==> src/rtl/via_bus_if.sv <==
// 6502-side bus bundle between the chip-select decoder/CPU and the VIA-lite responder.
interface via_bus_if;
  logic       phi2;
  logic       cs;
  logic       rwb;
  logic [2:0] rs;
  logic [7:0] d_in;
  logic [7:0] d_out;
  logic       d_oe;
  logic       irq_n;

  modport master (
    output phi2, cs, rwb, rs, d_in,
    input  d_out, d_oe, irq_n
  );

  modport slave (
    input  phi2, cs, rwb, rs, d_in,
    output d_out, d_oe, irq_n
  );
endinterface

==> src/rtl/via_lite_responder.sv <==
// VIA-style peripheral behind the 6502 decode: two GPIO ports with direction
// registers and a 16-bit down-counting T1 timer with a maskable active-low IRQ.
module via_lite_responder #(
  parameter int unsigned SYNC_STAGES   = 2,
  parameter bit          T1_CONTINUOUS = 1'b0
) (
  input  logic         clk,
  input  logic         rst,
  via_bus_if.slave     bus,
  input  logic [7:0]   pa_in,
  output logic [7:0]   pa_out,
  output logic [7:0]   pa_oe,
  input  logic [7:0]   pb_in,
  output logic [7:0]   pb_out,
  output logic [7:0]   pb_oe
);

  localparam int unsigned SW   = 30;
  localparam int unsigned LAST = SYNC_STAGES - 1;
  localparam int unsigned PREV = SYNC_STAGES - 2;

  localparam logic [2:0] RS_ORB  = 3'd0;
  localparam logic [2:0] RS_ORA  = 3'd1;
  localparam logic [2:0] RS_DDRB = 3'd2;
  localparam logic [2:0] RS_DDRA = 3'd3;
  localparam logic [2:0] RS_T1L  = 3'd4;
  localparam logic [2:0] RS_T1H  = 3'd5;
  localparam logic [2:0] RS_IFR  = 3'd6;
  localparam logic [2:0] RS_IER  = 3'd7;

  // All bus and pin inputs share one synchroniser chain so they stay aligned.
  logic [SYNC_STAGES-1:0][SW-1:0] sync_q;
  logic [SW-1:0]                  sync_in;

  assign sync_in = {bus.phi2, bus.cs, bus.rwb, bus.rs, bus.d_in, pa_in, pb_in};

  always_ff @(posedge clk or posedge rst) begin
    if (rst) begin
      sync_q <= '0;
    end else begin
      sync_q[0] <= sync_in;
      for (int i = 1; i < int'(SYNC_STAGES); i++) begin
        sync_q[i] <= sync_q[i-1];
      end
    end
  end

  logic       phi2_s;
  logic       phi2_p;
  logic       cs_s;
  logic       rwb_s;
  logic [2:0] rs_s;
  logic [7:0] d_in_s;
  logic [7:0] pa_s;
  logic [7:0] pb_s;

  assign {phi2_s, cs_s, rwb_s, rs_s, d_in_s, pa_s, pb_s} = sync_q[LAST];
  assign phi2_p = sync_q[PREV][SW-1];

  logic fall_c;
  logic wr_c;
  logic rd_c;

  assign fall_c = phi2_s & ~phi2_p;
  assign wr_c   = fall_c & cs_s & ~rwb_s;
  assign rd_c   = fall_c & cs_s & rwb_s;

  // Architectural state
  logic [7:0]  ora_q,  ora_d;
  logic [7:0]  orb_q,  orb_d;
  logic [7:0]  ddra_q, ddra_d;
  logic [7:0]  ddrb_q, ddrb_d;
  logic [15:0] t1_latch_q, t1_latch_d;
  logic [15:0] t1_cnt_q,   t1_cnt_d;
  logic        t1_armed_q, t1_armed_d;
  logic        ifr6_q, ifr6_d;
  logic        ier6_q, ier6_d;
  logic [7:0]  d_out_q;
  logic        d_oe_q;
  logic        irq_n_q;

  logic        t1h_wr_c;
  logic        ifr_clr_c;
  logic [7:0]  rd_data_c;

  assign t1h_wr_c  = wr_c & (rs_s == RS_T1H);
  assign ifr_clr_c = (rd_c & (rs_s == RS_T1L)) |
                     (wr_c & (rs_s == RS_IFR) & d_in_s[6]);

  // Read mux; input bits come from the synchronised pins where direction is input.
  always_comb begin
    rd_data_c = 8'h00;
    case (rs_s)
      RS_ORB:  rd_data_c = (orb_q & ddrb_q) | (pb_s & ~ddrb_q);
      RS_ORA:  rd_data_c = (ora_q & ddra_q) | (pa_s & ~ddra_q);
      RS_DDRB: rd_data_c = ddrb_q;
      RS_DDRA: rd_data_c = ddra_q;
      RS_T1L:  rd_data_c = t1_cnt_q[7:0];
      RS_T1H:  rd_data_c = t1_cnt_q[15:8];
      RS_IFR:  rd_data_c = {ifr6_q & ier6_q, ifr6_q, 6'b0};
      RS_IER:  rd_data_c = {1'b1, ier6_q, 6'b0};
      default: rd_data_c = 8'h00;
    endcase
  end

  // Register writes and the T1 step, both committed on the phi2 fall.
  always_comb begin
    ora_d      = ora_q;
    orb_d      = orb_q;
    ddra_d     = ddra_q;
    ddrb_d     = ddrb_q;
    t1_latch_d = t1_latch_q;
    t1_cnt_d   = t1_cnt_q;
    t1_armed_d = t1_armed_q;
    ifr6_d     = ifr6_q;
    ier6_d     = ier6_q;

    if (wr_c) begin
      case (rs_s)
        RS_ORB:  orb_d  = d_in_s;
        RS_ORA:  ora_d  = d_in_s;
        RS_DDRB: ddrb_d = d_in_s;
        RS_DDRA: ddra_d = d_in_s;
        RS_T1L:  t1_latch_d[7:0]  = d_in_s;
        RS_T1H:  t1_latch_d[15:8] = d_in_s;
        RS_IER:  if (d_in_s[6]) ier6_d = d_in_s[7];
        default: ;
      endcase
    end

    if (fall_c) begin
      if (ifr_clr_c) begin
        ifr6_d = 1'b0;
      end
      // Load takes precedence over expiry; expiry set takes precedence over clear.
      if (t1h_wr_c) begin
        t1_cnt_d   = {d_in_s, t1_latch_q[7:0]};
        t1_armed_d = 1'b1;
        ifr6_d     = 1'b0;
      end else if (t1_cnt_q != 16'h0000) begin
        t1_cnt_d = 16'(t1_cnt_q - 16'd1);
      end else if (t1_armed_q) begin
        ifr6_d = 1'b1;
        if (T1_CONTINUOUS) begin
          t1_cnt_d = t1_latch_q;
        end else begin
          t1_cnt_d   = 16'hFFFF;
          t1_armed_d = 1'b0;
        end
      end else begin
        t1_cnt_d = 16'hFFFF;
      end
    end
  end

  always_ff @(posedge clk or posedge rst) begin
    if (rst) begin
      ora_q      <= 8'h00;
      orb_q      <= 8'h00;
      ddra_q     <= 8'h00;
      ddrb_q     <= 8'h00;
      t1_latch_q <= 16'h0000;
      t1_cnt_q   <= 16'h0000;
      t1_armed_q <= 1'b0;
      ifr6_q     <= 1'b0;
      ier6_q     <= 1'b0;
      d_out_q    <= 8'h00;
      d_oe_q     <= 1'b0;
      irq_n_q    <= 1'b1;
    end else begin
      ora_q      <= ora_d;
      orb_q      <= orb_d;
      ddra_q     <= ddra_d;
      ddrb_q     <= ddrb_d;
      t1_latch_q <= t1_latch_d;
      t1_cnt_q   <= t1_cnt_d;
      t1_armed_q <= t1_armed_d;
      ifr6_q     <= ifr6_d;
      ier6_q     <= ier6_d;
      d_out_q    <= rd_data_c;
      d_oe_q     <= cs_s & rwb_s & phi2_s;
      irq_n_q    <= ~(ifr6_q & ier6_q);
    end
  end

  assign bus.d_out = d_out_q;
  assign bus.d_oe  = d_oe_q;
  assign bus.irq_n = irq_n_q;

  assign pa_out = ora_q;
  assign pa_oe  = ddra_q;
  assign pb_out = orb_q;
  assign pb_oe  = ddrb_q;

endmodule

==> src/flat_wrapper.sv <==
// flat-port wrapper written by rule: the top's interface ports become plain ports
module via_lite_responder_flat 
#(
  parameter int unsigned SYNC_STAGES   = 2,
  parameter bit          T1_CONTINUOUS = 1'b0
)
  (clk, rst, pa_in, pa_out, pa_oe, pb_in, pb_out, pb_oe, bus_phi2, bus_cs, bus_rwb, bus_rs, bus_d_in, bus_d_out, bus_d_oe, bus_irq_n);
  via_bus_if bus_i ();
  input  logic clk;
  input  logic rst;
  input  logic [7:0] pa_in;
  output logic [7:0] pa_out;
  output logic [7:0] pa_oe;
  input  logic [7:0] pb_in;
  output logic [7:0] pb_out;
  output logic [7:0] pb_oe;
  input wire logic [$bits(bus_i.phi2)-1:0] bus_phi2;
  input wire logic [$bits(bus_i.cs)-1:0] bus_cs;
  input wire logic [$bits(bus_i.rwb)-1:0] bus_rwb;
  input wire logic [$bits(bus_i.rs)-1:0] bus_rs;
  input wire logic [$bits(bus_i.d_in)-1:0] bus_d_in;
  output wire logic [$bits(bus_i.d_out)-1:0] bus_d_out;
  output wire logic [$bits(bus_i.d_oe)-1:0] bus_d_oe;
  output wire logic [$bits(bus_i.irq_n)-1:0] bus_irq_n;
  assign bus_i.phi2 = bus_phi2;
  assign bus_i.cs = bus_cs;
  assign bus_i.rwb = bus_rwb;
  assign bus_i.rs = bus_rs;
  assign bus_i.d_in = bus_d_in;
  assign bus_d_out = bus_i.d_out;
  assign bus_d_oe = bus_i.d_oe;
  assign bus_irq_n = bus_i.irq_n;
  via_lite_responder #(.SYNC_STAGES(SYNC_STAGES), .T1_CONTINUOUS(T1_CONTINUOUS)) u_core (.clk(clk), .rst(rst), .bus(bus_i), .pa_in(pa_in), .pa_out(pa_out), .pa_oe(pa_oe), .pb_in(pb_in), .pb_out(pb_out), .pb_oe(pb_oe));
endmodule
==> config.mk <==
export PLATFORM = sky130hd
export DESIGN_NAME = via_lite_responder_flat
export DESIGN_NICKNAME = d
export VERILOG_FILES = /design/src/rtl/via_bus_if.sv /design/src/rtl/via_lite_responder.sv /design/src/flat_wrapper.sv
export SDC_FILE = /design/constraint.sdc
export NUM_CORES = 1
export LEC_CHECK = 0
export ABC_CLOCK_PERIOD_IN_PS = 4400
export BUFFER_PORTS_ARGS = -buffer_cell sky130_fd_sc_hd__buf_2
export CAP_MARGIN = 20
export CORE_MARGIN = 4
export CORE_UTILIZATION = 53
export CTS_BUF_LIST = sky130_fd_sc_hd__clkbuf_4
export DETAILED_ROUTE_END_ITERATION = 16
export GPL_TIMING_DRIVEN = 0
export PLACE_DENSITY = 0.77
export SETUP_SLACK_MARGIN = 0.4
export SYNTH_ARGS = -nofsm -noshare
export SYNTH_HDL_FRONTEND = slang
export SYNTH_SLANG_ARGS = --single-unit
export TNS_END_PERCENT = 10
==> constraint.sdc <==
create_clock -name clk -period 4.4 [get_ports clk]
set_clock_uncertainty 0.05 [all_clocks]
set_input_delay 0.66 -clock clk [delete_from_list [all_inputs] [get_ports clk]]
set_output_delay 0.66 -clock clk [all_outputs]
set_load 0.01 [all_outputs]
==> summary.json, run 1 <==
{
  "yosysUniqueCellTypes": {"value": 51},
  "cap_violations": {"value": 0},
  "layout-drive-gt1-share": {"value": 35.2, "unit": "%"},
  "power.share.combinational": {"value": 19.6, "unit": "%"},
  "nNetsFinal": {"value": 541},
  "via_count": {"value": 3700},
  "worst_path_dominant_cell_family": {"value": "simple AND/OR/NAND/NOR gates"},
  "worst_setup_path_start_kind": {"value": "flop"},
  "crit_chain": {"value": "buf_2 > nor3_2 > nand2_2 > mux2_2"},
  "worst_path_largest_cell_delay": {"value": 0.79, "unit": "ns"},
  "setup_violations": {"value": 0},
  "numClockSinks": {"value": 129},
  "post-route-drc-count": {"value": 0},
  "worstSetupEndpointType": {"value": "flop"},
  "leading_cell_type_in_the_layout_fill_and_taps_excluded": {"value": "sky130_fd_sc_hd__dfrtp_1"},
  "detail_route.wl_per_cell": {"value": 19.3, "unit": "microns"},
  "syn2layout_area_growth": {"value": 15.9, "unit": "%"},
  "grt_remaining_overflow": {"value": 0},
  "dp.final_hpwl": {"value": 8840, "unit": "microns"},
  "max-vdd-ir-drop": {"value": 0.293, "unit": "mV"},
  "pin_count": {"value": 74},
  "ctsHoldBuffers": {"value": 0},
  "std_cell_rows": {"value": 36},
  "fmax": {"value": 423, "unit": "MHz"},
  "effective_utilization_at_floorplan": {"value": 54.5, "unit": "%"},
  "share_of_power_burned_in_registers": {"value": 53.6, "unit": "%"},
  "syn_inst": {"value": 412},
  "die_w": {"value": 108, "unit": "microns"},
  "commonest_non_fill_non_tap_cells_in_the_layout": {"value": "sky130_fd_sc_hd__dfrtp_1, sky130_fd_sc_hd__buf_2, sky130_fd_sc_hd__mux2_2"},
  "cts_buffers": {"value": 17},
  "clock_period_minus_final_worst_setup_slack": {"value": 2.37, "unit": "ns"},
  "worst-path-buf-inv": {"value": 1},
  "initialDrtViolationCount": {"value": 294},
  "antenna_violating_nets_post_route": {"value": 0},
  "detailedRoute.firstPassIterationCount": {"value": 5},
  "finalWeightedCongestion": {"value": 0.960},
  "hold_fails_final_rpt": {"value": 0},
  "pwr_density_cell": {"value": 443, "unit": "mW/mm^2"},
  "synth_area_per_cell": {"value": 12.9, "unit": "sq um"},
  "clock-root-buffer": {"value": "sky130_fd_sc_hd__clkbuf_4"},
  "finalWirelength": {"value": 12600, "unit": "microns"},
  "cts-htree-levels": {"value": 4},
  "crit_path_max_fanout": {"value": 10},
  "fill_cells": {"value": 759},
  "synth_async_sr_flop_share": {"value": 100, "unit": "%"},
  "switching_share": {"value": 33.7, "unit": "%"},
  "die_area": {"value": 0.0117, "unit": "sq mm"},
  "period_share": {"value": 53.8, "unit": "%"},
  "maximum_clock_insertion_buffer_count": {"value": 2},
  "wire_length_of_the_first_global_routing_pass": {"value": 20500, "unit": "microns"},
  "synth_flop_cell": {"value": "sky130_fd_sc_hd__dfrtp_1"},
  "clock_insertion_delay_worst_skew": {"value": 0.54, "unit": "ns"},
  "initial_antenna_violation_count": {"value": 0},
  "avgViaCountPerCell": {"value": 5.67},
  "slowest_stage_cell_cp": {"value": "sky130_fd_sc_hd__nor3_2"},
  "port_buffers": {"value": 73},
  "warning_count_from_the_yosys_run": {"value": 0},
  "tritoncts": {"value": "built"},
  "setup_tns": {"value": 0, "unit": "ns"},
  "slew_violations": {"value": 0},
  "vias_in_the_first_global_route": {"value": 3879},
  "placeableCoreArea": {"value": 0.00977, "unit": "sq mm"},
  "grt_max_degree": {"value": 42},
  "tightestPinTransition": {"value": 0.923, "unit": "ns"},
  "post_cts_resized": {"value": 0},
  "die_height": {"value": 108, "unit": "microns"},
  "cts.reportedPaths.clkPinSlew": {"value": 0.14, "unit": "ns"},
  "post_cts.repair.setup_buffers": {"value": 0},
  "synthesis_stage_register_bit_count": {"value": 129},
  "synth-seq-area-share": {"value": 60.7, "unit": "%"},
  "number_of_enable_type_register_cells_in_the_synthesized_netlist": {"value": 0},
  "p_leak": {"value": 0.00293, "unit": "uW"},
  "timing.critical_path.arrival": {"value": 2.73, "unit": "ns"},
  "slew-limit-headroom": {"value": 38.1, "unit": "%"},
  "run_status": {"value": "finished clean"},
  "p_sw": {"value": 921, "unit": "uW"},
  "hold_path_class": {"value": "in2async"},
  "required": {"value": 4.77, "unit": "ns"},
  "holdWs": {"value": 0.116, "unit": "ns"},
  "pwr-share-clk": {"value": 26.7, "unit": "%"},
  "power_report.internal_total": {"value": 1810, "unit": "uW"},
  "mappedNetlistArea": {"value": 0.00532, "unit": "sq mm"},
  "num_antenna_cells": {"value": 0},
  "grt_use_total": {"value": 23.5, "unit": "%"},
  "unrepaired_setup_endpoints_after_global_routing": {"value": "false"},
  "worst-setup-path-type": {"value": "reg2reg"},
  "mappedNetlistNets": {"value": 446}
}
==> path summary, 6_finish.rpt <==
| path | startpoint | to | slack (ns) | cells after the start |
|---|---|---|---|---|
| hold / removal | rst | u_core.t1_cnt_q[15] | 0.12 | 2 |
| max in group asynchronous | rst | u_core.t1_cnt_q[3] | 3.32 | 4 |
| min in group clk | pa_in[4] | u_core.sync_q[12] | 0.17 | 1 |
| hold reg to reg | u_core.sync_q[26] | u_core.rs_s[2] | 0.31 | 0 |
| setup reg to reg | u_core.rs_s[0] | u_core.pb_out[5] | 2.03 | 4 |
| setup / recovery | u_core.rs_s[0] | u_core.pb_out[5] | 2.03 | 4 |
==> worst reg2reg max path, stage by stage, from the launching register on <==
cell	delay, ns
sky130_fd_sc_hd__dfrtp_1	0.41
sky130_fd_sc_hd__buf_2	0.23
sky130_fd_sc_hd__nor3_2	0.79
sky130_fd_sc_hd__nand2_2	0.40
sky130_fd_sc_hd__mux2_2	0.39
==> metrics by stage <==
stage	util (%)	cells	instance area [sq um]	total power (uW)	worst slack, ns
global placement	59.9	618	5860	1990	1.39
CTS	63.1	653	6170	2740	2.18
finish	63.1	653	6170	2730	2.03
global route	63.1	653	6170	2880	2.01
floorplan	-	412	5330	1820	2.10
detailed placement	60.6	621	5920	2020	2.16
==> cells by family after synthesis <==
kind of cell / after synthesis / synth area share [%]
buf+inv: 31 / 2.68
compound gates: 69 / 8.60
flops: 129 / 60.7
simple gates: 113 / 13.1
fa+ha+maj: 2 / 0.470
mux: 68 / 14.5
==> state kept, by name, summed over array words and instances, names as in the netlist <==
register	flops
u_core.t1_armed_q	1
u_core.bus.d_out	8
u_core.pa_oe	8
u_core.rwb_s	1
u_core.pa_s	8
u_core.pa_out	8
u_core.t1_latch_q	8
u_core.phi2_s	1
u_core.cs_s	1
u_core.pb_oe	8
u_core.rs_s	3
u_core.pb_out	8
u_core.ier6_q	1
u_core.phi2_p	1
u_core.ifr6_q	1
u_core.t1_cnt_q	16
u_core.bus.irq_n	1
u_core.sync_q	29
u_core.pb_s	8
u_core.bus.d_oe	1
u_core.d_in_s	8
==> layout make-up <==
cell class / count / area, sq um / share of cell area, %
inverters: 7 / 30.0 / 0.487
well taps: 133 / 166 / 2.70
plain buffers: 24 / 116 / 1.89
flip-flops and latches: 129 / 3230 / 52.3
repair buffers: 76 / 425 / 6.90
clock inverters: 15 / 123 / 1.99
clock buffers: 17 / 128 / 2.07
multi-input cells: 252 / 1950 / 31.6
==> power by group through the flow <==
stage / Combinational [uW] / Sequential [uW] / Clock, uW
after floorplan: 358 / 1460 / 0
after global placement: 515 / 1480 / 0
after detailed placement: 534 / 1490 / 0
after CTS: 538 / 1460 / 743
after global routing: 600 / 1490 / 791
final: 537 / 1470 / 731
==> metal layers <==
metal  track usage (%)  vias to the layer above  routed length [microns]
met5                 0                        -                        0
met4              10.0                        0                      285
met3              5.25                       25                      918
met2              38.1                      149                     6310
met1              30.7                     1828                     5110
li1                  -                     1698                        -
==> synth_stat cells (8+ instances only) <==
cell	instances	area, sq um
sky130_fd_sc_hd__dfrtp_1	128	3200
sky130_fd_sc_hd__mux2_2	40	450
sky130_fd_sc_hd__nand2_1	24	90.1
sky130_fd_sc_hd__mux2i_1	20	200
sky130_fd_sc_hd__a2bb2oi_1	15	131
sky130_fd_sc_hd__a21oi_1	14	70.1
sky130_fd_sc_hd__o21ai_0	12	60.1
sky130_fd_sc_hd__nand3_1	11	55.1
sky130_fd_sc_hd__nor2_1	11	41.3
sky130_fd_sc_hd__nor3_1	11	55.1
sky130_fd_sc_hd__o22ai_1	11	68.8
sky130_fd_sc_hd__buf_2	10	50.1
sky130_fd_sc_hd__mux2_4	8	120
sky130_fd_sc_hd__nor2b_1	8	50.1
Power figures use the tool's default switching activity.
==> run 2, diff against run 1 <==
ABC_CLOCK_PERIOD_IN_PS = 2100   (was 4400)
clock period = 2.1 ns   (was 4.4 ns; I/O delays follow)
==> run 2 against run 1 <==
Effect of this change:
- final area grew 8.2%
- sequential share of layout area is 3.9 points lower
- wire length up 5.8%
- critical path type unchanged
==> summary.json, run 2 (same netlist as run 1, synthesis figures left out) <==
{
  "detailedRoute.firstPassIterationCount": {"value": 5, "change": "unchanged"},
  "grt_use_total": {"value": 24.7, "unit": "%", "change": "was 23.5%"},
  "placeableCoreArea": {"value": 0.00977, "unit": "sq mm", "change": "unchanged"},
  "pin_count": {"value": 74, "change": "unchanged"},
  "layout-drive-gt1-share": {"value": 38.3, "unit": "%", "change": "was 35.2%"},
  "worst_r2r_endpoint": {"value": "u_core.t1_latch_q[3]", "change": "was u_core.pb_out[5]"},
  "fill_cells": {"value": 680, "change": "was 759"},
  "clock_insertion_delay_worst_skew": {"value": 0.53, "unit": "ns", "change": "was 0.54 ns"},
  "cts.reportedPaths.clkPinSlew": {"value": 0.12, "unit": "ns", "change": "was 0.14 ns"},
  "slew-limit-headroom": {"value": 60.7, "unit": "%", "change": "was 38.1%"},
  "numClockSinks": {"value": 129, "change": "unchanged"},
  "holdPathStages": {"value": 0},
  "effective_utilization_at_floorplan": {"value": 54.5, "unit": "%", "change": "unchanged"},
  "largest_registers": {"value": "u_core.sync_q: 29 flops, u_core.t1_cnt_q: 16 flops", "change": "unchanged"},
  "p_sw": {"value": 2010, "unit": "uW", "change": "was 921 uW"},
  "crit_path_max_fanout": {"value": 8, "change": "was 10"},
  "holdWs": {"value": 0.309, "unit": "ns", "change": "was 0.116 ns"},
  "leading_cell_type_in_the_layout_fill_and_taps_excluded": {"value": "sky130_fd_sc_hd__dfrtp_1", "change": "unchanged"},
  "nNetsFinal": {"value": 580, "change": "was 541"},
  "post-route-drc-count": {"value": 0, "change": "unchanged"},
  "regMostFlops": {"value": "u_core.sync_q", "change": "unchanged"},
  "finalWirelength": {"value": 13400, "unit": "microns", "change": "was 12600 microns"},
  "die_height": {"value": 108, "unit": "microns", "change": "unchanged"},
  "fmax": {"value": 531, "unit": "MHz", "change": "was 423 MHz"},
  "vias_in_the_first_global_route": {"value": 4074, "change": "was 3879"},
  "std_cell_rows": {"value": 36, "change": "unchanged"},
  "die_w": {"value": 108, "unit": "microns", "change": "unchanged"},
  "cts_buffers": {"value": 17, "change": "unchanged"},
  "slew_violations": {"value": 0, "change": "unchanged"},
  "grt_remaining_overflow": {"value": 0, "change": "unchanged"},
  "commonest_non_fill_non_tap_cells_in_the_layout": {"value": "sky130_fd_sc_hd__dfrtp_1, sky130_fd_sc_hd__buf_2, sky130_fd_sc_hd__mux2_2", "change": "unchanged"},
  "min-delay-start": {"value": "u_core.sync_q[26]"},
  "placed_cells": {"value": 621, "change": "unchanged"},
  "p_leak": {"value": 0.00314, "unit": "uW", "change": "was 0.00293 uW"},
  "power_report.internal_total": {"value": 3950, "unit": "uW", "change": "was 1810 uW"},
  "worst-setup-path-type": {"value": "reg2reg", "change": "unchanged"},
  "required": {"value": 2.45, "unit": "ns", "change": "was 4.77 ns"},
  "pwr-share-clk": {"value": 25.5, "unit": "%", "change": "was 26.7%"},
  "hold_path_sink": {"value": "u_core.rs_s[2]"},
  "hold_path_class": {"value": "reg2reg", "change": "was in2async"},
  "port_buffers": {"value": 73, "change": "unchanged"},
  "clock_period_minus_final_worst_setup_slack": {"value": 1.88, "unit": "ns", "change": "was 2.37 ns"},
  "period_share": {"value": 89.7, "unit": "%", "change": "was 53.8%"},
  "grt_max_degree": {"value": 42, "change": "unchanged"},
  "tightestPinTransition": {"value": 0.588, "unit": "ns", "change": "was 0.923 ns"},
  "cts-htree-levels": {"value": 4, "change": "unchanged"},
  "max-vdd-ir-drop": {"value": 0.625, "unit": "mV", "change": "was 0.293 mV"},
  "cap_violations": {"value": 0, "change": "unchanged"},
  "power.share.combinational": {"value": 22.4, "unit": "%", "change": "was 19.6%"},
  "avgViaCountPerCell": {"value": 5.64, "change": "was 5.67"},
  "finalNonFillerCells": {"value": 692, "change": "was 653"},
  "clock-root-buffer": {"value": "sky130_fd_sc_hd__clkbuf_4", "change": "unchanged"},
  "switching_share": {"value": 33.8, "unit": "%", "change": "was 33.7%"},
  "finalWeightedCongestion": {"value": 0.960, "change": "unchanged"},
  "regArea": {"value": 0.00323, "unit": "sq mm", "change": "about the same"},
  "dp.final_hpwl": {"value": 8840, "unit": "microns", "change": "unchanged"},
  "multiInputGateArea": {"value": 0.00206, "unit": "sq mm", "change": "was 0.00195 sq mm"},
  "tritoncts": {"value": "built", "change": "unchanged"},
  "hold_fails_final_rpt": {"value": 0, "change": "unchanged"},
  "largest_register_ffs": {"value": 29, "change": "unchanged"},
  "maximum_clock_insertion_buffer_count": {"value": 2, "change": "unchanged"},
  "worst_r2r_path_depth": {"value": 4, "change": "unchanged"},
  "wire_length_of_the_first_global_routing_pass": {"value": 21600, "unit": "microns", "change": "was 20500 microns"},
  "syn2layout_area_growth": {"value": 25.4, "unit": "%", "change": "was 15.9%"},
  "initialDrtViolationCount": {"value": 344, "change": "was 294"},
  "detail_route.wl_per_cell": {"value": 19.3, "unit": "microns", "change": "about the same"},
  "setup_violations": {"value": 0, "change": "unchanged"},
  "die_area": {"value": 0.0117, "unit": "sq mm", "change": "unchanged"},
  "antenna_violating_nets_post_route": {"value": 0, "change": "unchanged"},
  "share_of_power_burned_in_registers": {"value": 52.1, "unit": "%", "change": "was 53.6%"},
  "initial_antenna_violation_count": {"value": 0, "change": "unchanged"},
  "num_antenna_cells": {"value": 0, "change": "unchanged"},
  "unrepaired_setup_endpoints_after_global_routing": {"value": "true", "change": "was false"},
  "pwr_density_cell": {"value": 893, "unit": "mW/mm^2", "change": "was 443 mW/mm^2"},
  "worst_r2r_startpoint": {"value": "u_core.rwb_s", "change": "was u_core.rs_s[0]"},
  "worstSetupEndpointType": {"value": "flop", "change": "unchanged"},
  "run_status": {"value": "finished clean", "change": "unchanged"},
  "timing.critical_path.arrival": {"value": 2.24, "unit": "ns", "change": "was 2.73 ns"},
  "rrSetupSlack": {"value": 0.22, "unit": "ns", "change": "was 2.03 ns"},
  "via_count": {"value": 3903, "change": "was 3700"},
  "worst_setup_path_start_kind": {"value": "flop", "change": "unchanged"}
}
run 2: changes by cell type in the layout (fill, tap and decap cells not counted), moves of 3 or more:
cell	previous run	this run
sky130_fd_sc_hd__clkbuf_2	2	5
sky130_fd_sc_hd__buf_1	3	0
sky130_fd_sc_hd__buf_4	1	9
sky130_fd_sc_hd__clkbuf_4	17	20
sky130_fd_sc_hd__clkbuf_1	7	2
sky130_fd_sc_hd__dlygate4sd3_1	0	31
sky130_fd_sc_hd__dfrtp_2	0	3
sky130_fd_sc_hd__dfrtp_1	128	125
run 2: repair_timing:
| action | 4_1_cts | 5_1_grt |
|---|---|---|
| setup buffers | 3 | 5 |
| gates resized for setup | 12 | 32 |
| pin swaps | 2 | 4 |
| hold endpoints to repair | 52 | 0 |
| hold buffers | 31 | 0 |
| setup endpoints to repair | 67 | 58 |
run 2: power by group through the flow:
| stage | Combinational (uW) | Clock, uW | Sequential, uW |
|---|---|---|---|
| floorplan | 751 | 0 | 3060 |
| global placement | 1080 | 0 | 3100 |
| finish | 1330 | 1520 | 3110 |
| CTS | 1220 | 1560 | 3070 |
| global route | 1470 | 1650 | 3150 |
| detailed placement | 1120 | 0 | 3120 |
run 2: critical path, stage by stage, from the launching register on:
cell and delay [ns]:
sky130_fd_sc_hd__dfrtp_1 0.44, sky130_fd_sc_hd__nand4bb_4 0.28, sky130_fd_sc_hd__or4b_4 0.54, sky130_fd_sc_hd__buf_6 0.17
sky130_fd_sc_hd__mux2_4 0.30
run 2: cell type report:
| type | count | share of cell area, % |
|---|---|---|
| inverter | 7 | 0.450 |
| multi-input combinational | 252 | 30.8 |
| tap | 133 | 2.49 |
| buffer | 24 | 2.14 |
| clock inverter | 15 | 1.84 |
| timing repair buffer | 115 | 12.0 |
| sequential | 129 | 48.4 |
| clock buffer | 17 | 1.91 |
run 2: layer usage:
metal	share of wire (%)	GRT usage [%]
met1	40	32.0
met2	51	40.9
met3	6.4	5.49
met4	2.7	9.83
met5	0	0
run 2: worst max-delay path by stage:
stage                            to               start
6_report       u_core.t1_latch_q[3]        u_core.rwb_s
5_1_grt        u_core.t1_latch_q[5]        u_core.rwb_s
4_1_cts         u_core.t1_cnt_q[13]  u_core.t1_cnt_q[7]
3_5_place_dp       u_core.pb_out[5]      u_core.rs_s[0]
3_3_place_gp       u_core.d_in_s[0]                 rst
2_1_floorplan       u_core.bus.d_oe                 rst
run 2: per-stage QoR:
stage | instance area, sq um | power (uW) | util [%] | setup WS [ns] | setup TNS, ns
2_1_floorplan | 5330 | 3810 | - | 0.141 | 0
3_3_place_gp | 5860 | 4180 | 59.9 | -0.564 | -71.60
3_5_place_dp | 5920 | 4240 | 60.6 | -0.143 | -1.74
4_1_cts | 6550 | 5860 | 67.0 | 0.216 | 0
5_1_grt | 6680 | 6270 | 68.3 | 0.156 | 0
6_report | 6680 | 5960 | 68.3 | 0.215 | 0
